## src/rtl/uart_serial_engine.sv

```systemverilog
// uart_serial_engine
//
// Serial engine that sits behind the UART control register. It sends one
// 8N1 byte each time the register's SEND bit is seen set, receives 8N1
// bytes from the RX pin, and reports completion through the register's
// hardware-write port.
//
// Ports
//   clk_i       system clock, rising edge
//   rst_i       asynchronous active-high reset
//   ctrl_i      current control register value (bit0 SEND, bit1 NEW)
//   cpu_wr_i    CPU write strobe; it wins over any hardware write
//   tx_data_i   byte to send, captured when a frame starts
//   rx_i        asynchronous serial input, idle high
//   tx_o        serial output, idle high
//   tx_busy_o   high while a TX frame is in progress (START..DONE)
//   rx_data_o   last correctly framed received byte
//   wr2_send_o  pulse: TX frame finished, SEND cleared in data2_o
//   wr2_new_o   pulse: RX byte stored, NEW set in data2_o
//   data2_o     control word written with either pulse
//
// TX states
//   state    | meaning
//   TX_IDLE  | line idle, waiting for SEND
//   TX_START | driving the start bit
//   TX_DATA  | driving data bits, LSB first
//   TX_STOP  | driving the stop bit
//   TX_DONE  | wr2_send_o high; held while the CPU write collides
//
// RX states
//   state    | meaning
//   RX_IDLE  | waiting for a low level on the synchronized input
//   RX_START | half-bit wait, then confirm the start bit
//   RX_DATA  | sampling data bits, LSB first
//   RX_STOP  | sampling the stop bit

module uart_serial_engine #(
  parameter int CLKS_PER_BIT = 868
) (
  input  logic        clk_i,
  input  logic        rst_i,
  input  logic [31:0] ctrl_i,
  input  logic        cpu_wr_i,
  input  logic [7:0]  tx_data_i,
  input  logic        rx_i,
  output logic        tx_o,
  output logic        tx_busy_o,
  output logic [7:0]  rx_data_o,
  output logic        wr2_send_o,
  output logic        wr2_new_o,
  output logic [31:0] data2_o
);

  localparam int CW = $clog2(CLKS_PER_BIT);
  localparam logic [CW-1:0] BIT_LAST  = CW'(CLKS_PER_BIT - 1);
  localparam logic [CW-1:0] HALF_LAST = CW'(CLKS_PER_BIT / 2 - 1);

  // ---------------------------------------------------------------- TX
  typedef enum logic [2:0] {
    TX_IDLE,
    TX_START,
    TX_DATA,
    TX_STOP,
    TX_DONE
  } tx_state_t;

  tx_state_t     tx_state, tx_state_nx;
  logic [CW-1:0] tx_cnt, tx_cnt_nx;
  logic [2:0]    tx_idx, tx_idx_nx;
  logic [7:0]    tx_byte, tx_byte_nx;
  logic          tx_q, tx_nx;

  always_ff @(posedge clk_i or posedge rst_i) begin
    if (rst_i) begin
      tx_state <= TX_IDLE;
      tx_cnt   <= '0;
      tx_idx   <= '0;
      tx_byte  <= '0;
      tx_q     <= 1'b1;
    end else begin
      tx_state <= tx_state_nx;
      tx_cnt   <= tx_cnt_nx;
      tx_idx   <= tx_idx_nx;
      tx_byte  <= tx_byte_nx;
      tx_q     <= tx_nx;
    end
  end

  always_comb begin
    tx_state_nx = tx_state;
    tx_idx_nx   = tx_idx;
    tx_byte_nx  = tx_byte;
    tx_nx       = 1'b1;
    case (tx_state)
      TX_IDLE: begin
        if (ctrl_i[0]) begin
          tx_state_nx = TX_START;
          tx_byte_nx  = tx_data_i;
          tx_idx_nx   = '0;
        end
      end
      TX_START: begin
        if (tx_cnt == BIT_LAST) tx_state_nx = TX_DATA;
      end
      TX_DATA: begin
        if (tx_cnt == BIT_LAST) begin
          if (tx_idx == 3'd7) tx_state_nx = TX_STOP;
          else                tx_idx_nx   = tx_idx + 3'd1;
        end
      end
      TX_STOP: begin
        if (tx_cnt == BIT_LAST) tx_state_nx = TX_DONE;
      end
      TX_DONE: begin
        // A colliding CPU write drops our hardware update; retry next cycle.
        if (!cpu_wr_i) tx_state_nx = TX_IDLE;
      end
      default: tx_state_nx = TX_IDLE;
    endcase

    if (tx_state_nx != tx_state || tx_cnt == BIT_LAST ||
        tx_state == TX_IDLE || tx_state == TX_DONE)
      tx_cnt_nx = '0;
    else
      tx_cnt_nx = tx_cnt + 1'b1;

    // Line level is registered from the next state so tx_o is glitch-free.
    case (tx_state_nx)
      TX_START: tx_nx = 1'b0;
      TX_DATA:  tx_nx = tx_byte_nx[tx_idx_nx];
      default:  tx_nx = 1'b1;
    endcase
  end

  assign tx_o       = tx_q;
  assign tx_busy_o  = (tx_state != TX_IDLE);
  assign wr2_send_o = (tx_state == TX_DONE);

  // ---------------------------------------------------------------- RX
  typedef enum logic [1:0] {
    RX_IDLE,
    RX_START,
    RX_DATA,
    RX_STOP
  } rx_state_t;

  rx_state_t     rx_state, rx_state_nx;
  logic [CW-1:0] rx_cnt, rx_cnt_nx;
  logic [2:0]    rx_idx, rx_idx_nx;
  logic [7:0]    rx_shift, rx_shift_nx;
  logic [7:0]    rx_data_q, rx_data_nx;
  logic          new_pend, new_pend_nx;
  logic          rx_s1, rx_s2;

  always_ff @(posedge clk_i or posedge rst_i) begin
    if (rst_i) begin
      rx_s1     <= 1'b1;
      rx_s2     <= 1'b1;
      rx_state  <= RX_IDLE;
      rx_cnt    <= '0;
      rx_idx    <= '0;
      rx_shift  <= '0;
      rx_data_q <= '0;
      new_pend  <= 1'b0;
    end else begin
      rx_s1     <= rx_i;
      rx_s2     <= rx_s1;
      rx_state  <= rx_state_nx;
      rx_cnt    <= rx_cnt_nx;
      rx_idx    <= rx_idx_nx;
      rx_shift  <= rx_shift_nx;
      rx_data_q <= rx_data_nx;
      new_pend  <= new_pend_nx;
    end
  end

  always_comb begin
    rx_state_nx = rx_state;
    rx_idx_nx   = rx_idx;
    rx_shift_nx = rx_shift;
    rx_data_nx  = rx_data_q;
    // A pending NEW pulse survives only a cycle in which the CPU write won.
    new_pend_nx = new_pend & cpu_wr_i;
    case (rx_state)
      RX_IDLE: begin
        if (!rx_s2) begin
          rx_state_nx = RX_START;
          rx_idx_nx   = '0;
        end
      end
      RX_START: begin
        if (rx_cnt == HALF_LAST) begin
          if (rx_s2) rx_state_nx = RX_IDLE;
          else       rx_state_nx = RX_DATA;
        end
      end
      RX_DATA: begin
        if (rx_cnt == BIT_LAST) begin
          rx_shift_nx = {rx_s2, rx_shift[7:1]};
          if (rx_idx == 3'd7) rx_state_nx = RX_STOP;
          else                rx_idx_nx   = rx_idx + 3'd1;
        end
      end
      RX_STOP: begin
        if (rx_cnt == BIT_LAST) begin
          rx_state_nx = RX_IDLE;
          // Framing errors are dropped silently; a good byte overwrites
          // whatever is stored and merges with any still-pending pulse.
          if (rx_s2) begin
            rx_data_nx  = rx_shift;
            new_pend_nx = 1'b1;
          end
        end
      end
      default: rx_state_nx = RX_IDLE;
    endcase

    if (rx_state_nx != rx_state || rx_cnt == BIT_LAST || rx_state == RX_IDLE)
      rx_cnt_nx = '0;
    else
      rx_cnt_nx = rx_cnt + 1'b1;
  end

  assign rx_data_o = rx_data_q;
  assign wr2_new_o = new_pend;

  // ------------------------------------------------------- write-back word
  assign data2_o = {ctrl_i[31:2],
                    wr2_new_o  ? 1'b1 : ctrl_i[1],
                    wr2_send_o ? 1'b0 : ctrl_i[0]};

endmodule
```

## config.mk

```make
export PLATFORM = sky130hd
export DESIGN_NAME = uart_serial_engine
export DESIGN_NICKNAME = d
export VERILOG_FILES = /design/src/rtl/uart_serial_engine.sv
export SDC_FILE = /design/constraint.sdc
export NUM_CORES = 1
export LEC_CHECK = 0
export ABC_AREA = 1
export CAP_MARGIN = 20
export CORE_ASPECT_RATIO = 2
export CORE_MARGIN = 5
export CORE_UTILIZATION = 35
export DETAILED_ROUTE_END_ITERATION = 6
export DONT_BUFFER_PORTS = 1
export PLACE_DENSITY = 0.61
export SLEW_MARGIN = 20
export SYNTH_ARGS = -nofsm -noshare
export SYNTH_HDL_FRONTEND = slang
export SYNTH_SLANG_ARGS = --single-unit
```

## constraint.sdc

```tcl
create_clock -name clk_i -period 2.9 [get_ports clk_i]
set_clock_uncertainty 0.2 [all_clocks]
set_input_delay 0.87 -clock clk_i [delete_from_list [all_inputs] [get_ports clk_i]]
set_output_delay 0.87 -clock clk_i [all_outputs]
set_load 0.01 [all_outputs]
```

==> impl_metrics.xml <==
<?xml version="1.0" encoding="UTF-8"?>
<metrics>
  <group name="final_layout">
    <metric name="drive_above_1_share" unit="%">10.4</metric>
    <metric name="fin_area" unit="sq um">3200</metric>
    <metric name="antenna_cells_inserted" unit="">0</metric>
    <metric name="post_layout_nonfiller_instances" unit="">438</metric>
    <metric name="fin_util" unit="%">37.5</metric>
    <metric name="num-nets-final" unit="">383</metric>
    <metric name="area_growth" unit="%">5.97</metric>
    <metric name="ff_latch_area" unit="sq um">1480</metric>
    <metric name="nFillCells" unit="">879</metric>
    <metric name="multi_input_area" unit="sq um">1100</metric>
  </group>
  <group name="worst_setup_path">
    <metric name="cp.required" unit="ps">1830</metric>
    <metric name="worstReg2RegStart" unit="">rx_cnt[0]$_DFF_PP0_</metric>
    <metric name="critPathLaunchType" unit="">flip-flop</metric>
    <metric name="endpoint_kind" unit="">output pin</metric>
    <metric name="timing.critical_path.arrival" unit="ps">1420</metric>
    <metric name="type_of_the_worst_setup_path" unit="">reg2out</metric>
    <metric name="crit_path_start" unit="">tx_state[1]$_DFF_PP0_</metric>
    <metric name="crit_path_max_fanout" unit="">4</metric>
  </group>
  <group name="yosys">
    <metric name="edff_count_synth" unit="">0</metric>
    <metric name="asyncSetResetFlopFracSynth" unit="%">100</metric>
    <metric name="synth_area_leader_cell" unit="">sky130_fd_sc_hd__dfrtp_1</metric>
    <metric name="synth_xor_xnor_area_share" unit="%">1.45</metric>
    <metric name="yosysWarnings" unit="">0</metric>
    <metric name="synth.avg_cell_area" unit="sq um">8.56</metric>
    <metric name="area_fraction_in_compound_gates_after_synthesis" unit="%">8.62</metric>
    <metric name="mappedNetlistArea" unit="sq um">3020</metric>
    <metric name="synth.mux.area_fraction" unit="%">0.373</metric>
    <metric name="count_of_state_elements_after_synthesis" unit="">59</metric>
    <metric name="synth.lib_cells_used.distinct" unit="">35</metric>
    <metric name="main_combinational_cell_family_by_area_after_synthesis" unit="">simple AND/OR/NAND/NOR gates</metric>
    <metric name="yosys.area_share.simple" unit="%">23.6</metric>
    <metric name="share_of_the_yosys_chip_area_belonging_to_registers" unit="%">49.0</metric>
    <metric name="synthAdderAreaFrac" unit="%">2.49</metric>
    <metric name="netlist_top_cells_area" unit="">sky130_fd_sc_hd__dfrtp_1 (46%), sky130_fd_sc_hd__nand2_1 (8.0%), sky130_fd_sc_hd__buf_4 (7.5%)</metric>
    <metric name="synth.top_cells.by_count" unit="">sky130_fd_sc_hd__nand2_1 (64), sky130_fd_sc_hd__dfrtp_1 (56), sky130_fd_sc_hd__inv_1 (48)</metric>
    <metric name="syn-instance-count" unit="">353</metric>
    <metric name="synth.most_common_cell" unit="">sky130_fd_sc_hd__nand2_1</metric>
    <metric name="post-synth-top-area-fraction" unit="%">46.4</metric>
    <metric name="number_of_nets_produced_by_synthesis" unit="">403</metric>
    <metric name="synth_flop_cell" unit="">sky130_fd_sc_hd__dfrtp_1</metric>
  </group>
  <group name="floorplan">
    <metric name="floorplan.die_area" unit="sq um">10700</metric>
    <metric name="die_width" unit="um">75.7</metric>
    <metric name="core-area" unit="sq um">8530</metric>
    <metric name="start_util" unit="%">35.4</metric>
    <metric name="die_h" unit="um">141</metric>
    <metric name="placement_rows" unit="">48</metric>
    <metric name="i_o_pins" unit="">88</metric>
  </group>
  <group name="pwr">
    <metric name="power_leakage" unit="nW">1.50</metric>
    <metric name="pwr-share-seq" unit="%">43.1</metric>
    <metric name="comb_power_share" unit="%">12.9</metric>
    <metric name="share_clk_of_total_power" unit="%">44.0</metric>
    <metric name="post-layout-total-power" unit="mW">2.21</metric>
    <metric name="power_per_cell_area" unit="nW/um^2">691</metric>
    <metric name="power.net_switching" unit="uW">586</metric>
    <metric name="netSwitchingFraction" unit="%">26.5</metric>
    <metric name="ir_worst_vdd" unit="mV">0.334</metric>
    <metric name="internal-power" unit="mW">1.63</metric>
  </group>
  <group name="timing">
    <metric name="tightestPinTransition" unit="ps">536</metric>
    <metric name="layout_setup_ws" unit="ps">412</metric>
    <metric name="slew_violations" unit="">0</metric>
    <metric name="final.setup.tns" unit="ps">0</metric>
    <metric name="holdWs" unit="ps">158</metric>
    <metric name="rsz0062_at_grt" unit="">false</metric>
    <metric name="setup_violators_final" unit="">0</metric>
    <metric name="maxSlewHeadroom" unit="%">64.0</metric>
    <metric name="final.min_clock_period" unit="ps">2490</metric>
    <metric name="fin_crit_sh" unit="%">85.8</metric>
    <metric name="maximum_achievable_frequency" unit="MHz">402</metric>
    <metric name="hold_violations" unit="">0</metric>
  </group>
  <group name="routing">
    <metric name="detail_route.wirelength" unit="um">5990</metric>
    <metric name="post_drt_wl_per_cell" unit="um">13.7</metric>
    <metric name="post_route_ant_nets" unit="">0</metric>
    <metric name="drt_first_iter_violations" unit="">75</metric>
    <metric name="drtPass1Iterations" unit="">4</metric>
    <metric name="route.vias.total" unit="">2172</metric>
    <metric name="routed_via_density" unit="">4.96</metric>
    <metric name="post-route-drc-count" unit="">0</metric>
  </group>
  <group name="clock_network">
    <metric name="post_cts_resized" unit="">0</metric>
    <metric name="numCtsBuffers" unit="">9</metric>
    <metric name="clock_slew_at_reported_path_ffs" unit="ps">50</metric>
    <metric name="cts_tree" unit="">built</metric>
    <metric name="cts_hold_repair.buffers" unit="">0</metric>
    <metric name="cts-root-buf" unit="">sky130_fd_sc_hd__clkbuf_16</metric>
    <metric name="maximum_clock_insertion_buffer_count" unit="">2</metric>
    <metric name="postCtsSetupRepairBufs" unit="">0</metric>
    <metric name="htreeDepth" unit="">3</metric>
    <metric name="clk_latency" unit="ps">330</metric>
    <metric name="cts_sinks" unit="">59</metric>
  </group>
  <group name="global_route">
    <metric name="grt_start_max_net_pins" unit="">29</metric>
    <metric name="globalRoute.busiestLayer" unit="">met2</metric>
    <metric name="grt_pass1_wl" unit="um">10100</metric>
    <metric name="global_route.usage.met1" unit="%">11.9</metric>
    <metric name="grt_util_all_layers" unit="%">12.5</metric>
    <metric name="grt_util_met3" unit="%">4.68</metric>
    <metric name="antenna_found_initial" unit="">0</metric>
    <metric name="grt_util_met2" unit="%">22.0</metric>
    <metric name="grt_remaining_overflow" unit="">0</metric>
    <metric name="via_count_of_the_first_global_routing_pass" unit="">2211</metric>
  </group>
  <group name="min_path">
    <metric name="holdCritPathClass" unit="">reg2reg</metric>
    <metric name="hold_path_startpoint" unit="">rx_s1$_DFF_PP1_</metric>
  </group>
  <group name="placed_design">
    <metric name="pre_cts_setup_slack" unit="ps">621</metric>
    <metric name="dp_hpwl" unit="um">4550</metric>
    <metric name="port_buffers" unit="">0</metric>
    <metric name="placed_cell_area" unit="sq um">2930</metric>
    <metric name="dpl.cell_count" unit="">422</metric>
    <metric name="gpl.final_weighted_congestion" unit="">0.874</metric>
  </group>
  <group name="job">
    <metric name="drv_cap" unit="">0</metric>
  </group>
  <group name="run_status">
    <metric name="status" unit="">finished, final reports clean</metric>
  </group>
</metrics>
## cells in the final DEF (no fill, tap or decap), drive strengths merged
cell type	count
nand2	66
dfrtp	56
inv	50
nor2	31
o21ai	31
nand3	26
clkbuf	14
nor3	10
a21oi	10
ha	6
nand4	6
xor2	5
nor3b	5
dfstp	3
clkinv	3
and3	2
or2	2
a32o	2
nor4	2
buf	2
mux2	1
a22oi	1
o41ai	1
a2111oi	1
o22ai	1
or4	1
## state kept, by name, summed over array words and instances (netlist names), 2 cells and up
signal / count
rx_cnt: 10
rx_idx: 3
tx_cnt: 10
rx_shift: 8
rx_state: 2
tx_state: 3
rx_data_o: 8
tx_byte: 8
tx_idx: 3
## power groups by stage
stage | Combinational [mW] | Clock [mW] | Sequential (mW)
detailed placement | 0.289 | 0 | 0.969
global route | 0.339 | 1.04 | 0.963
global placement | 0.282 | 0 | 0.965
CTS | 0.290 | 1.00 | 0.955
floorplan | 0.271 | 0 | 0.957
finish | 0.286 | 0.973 | 0.953
## path summary, 6_finish.rpt
path / end / slack (ps) / cells past startpoint
min in group asynchronous: tx_cnt[1]$_DFF_PP0_ / 230 / 1
min reg2reg: rx_s2$_DFF_PP1_ / 160 / 0
max: data2_o[0] / 410 / 4
max reg2reg: rx_data_o[0]$_DFFE_PP0P_ / 750 / 5
min: rx_s2$_DFF_PP1_ / 160 / 0
max in group asynchronous: tx_o$_DFF_PP1_ / 1660 / 2
## worst max-delay path, cell delays in order, from the launching register on
cell and delay [ps]:
sky130_fd_sc_hd__dfrtp_1 410, sky130_fd_sc_hd__inv_1 100, sky130_fd_sc_hd__nand2_1 120, sky130_fd_sc_hd__nor2_1 310, sky130_fd_sc_hd__nor2_1 140
## kinds of logic after synthesis
group | after synthesis
compound gates | 47
xor+xnor | 5
fa+ha+maj | 6
buf+inv | 84
flops | 59
mux | 1
simple gates | 151
## layout make-up
cell class | count | area share (%)
Sequential cell | 59 | 46.2
Inverter | 51 | 5.98
Timing Repair Buffer | 2 | 0.860
Clock buffer | 14 | 8.25
Multi-Input combinational cell | 210 | 34.4
Clock inverter | 2 | 0.313
Tap cell | 100 | 3.91
## layer usage
layer / vias to the layer above / wire [um]
met1: 1020 / 2250
met5: - / 0
met3: 14 / 316
li1: 1079 / -
met4: 0 / 184
met2: 59 / 3230
(Power assumes the default switching activity.)
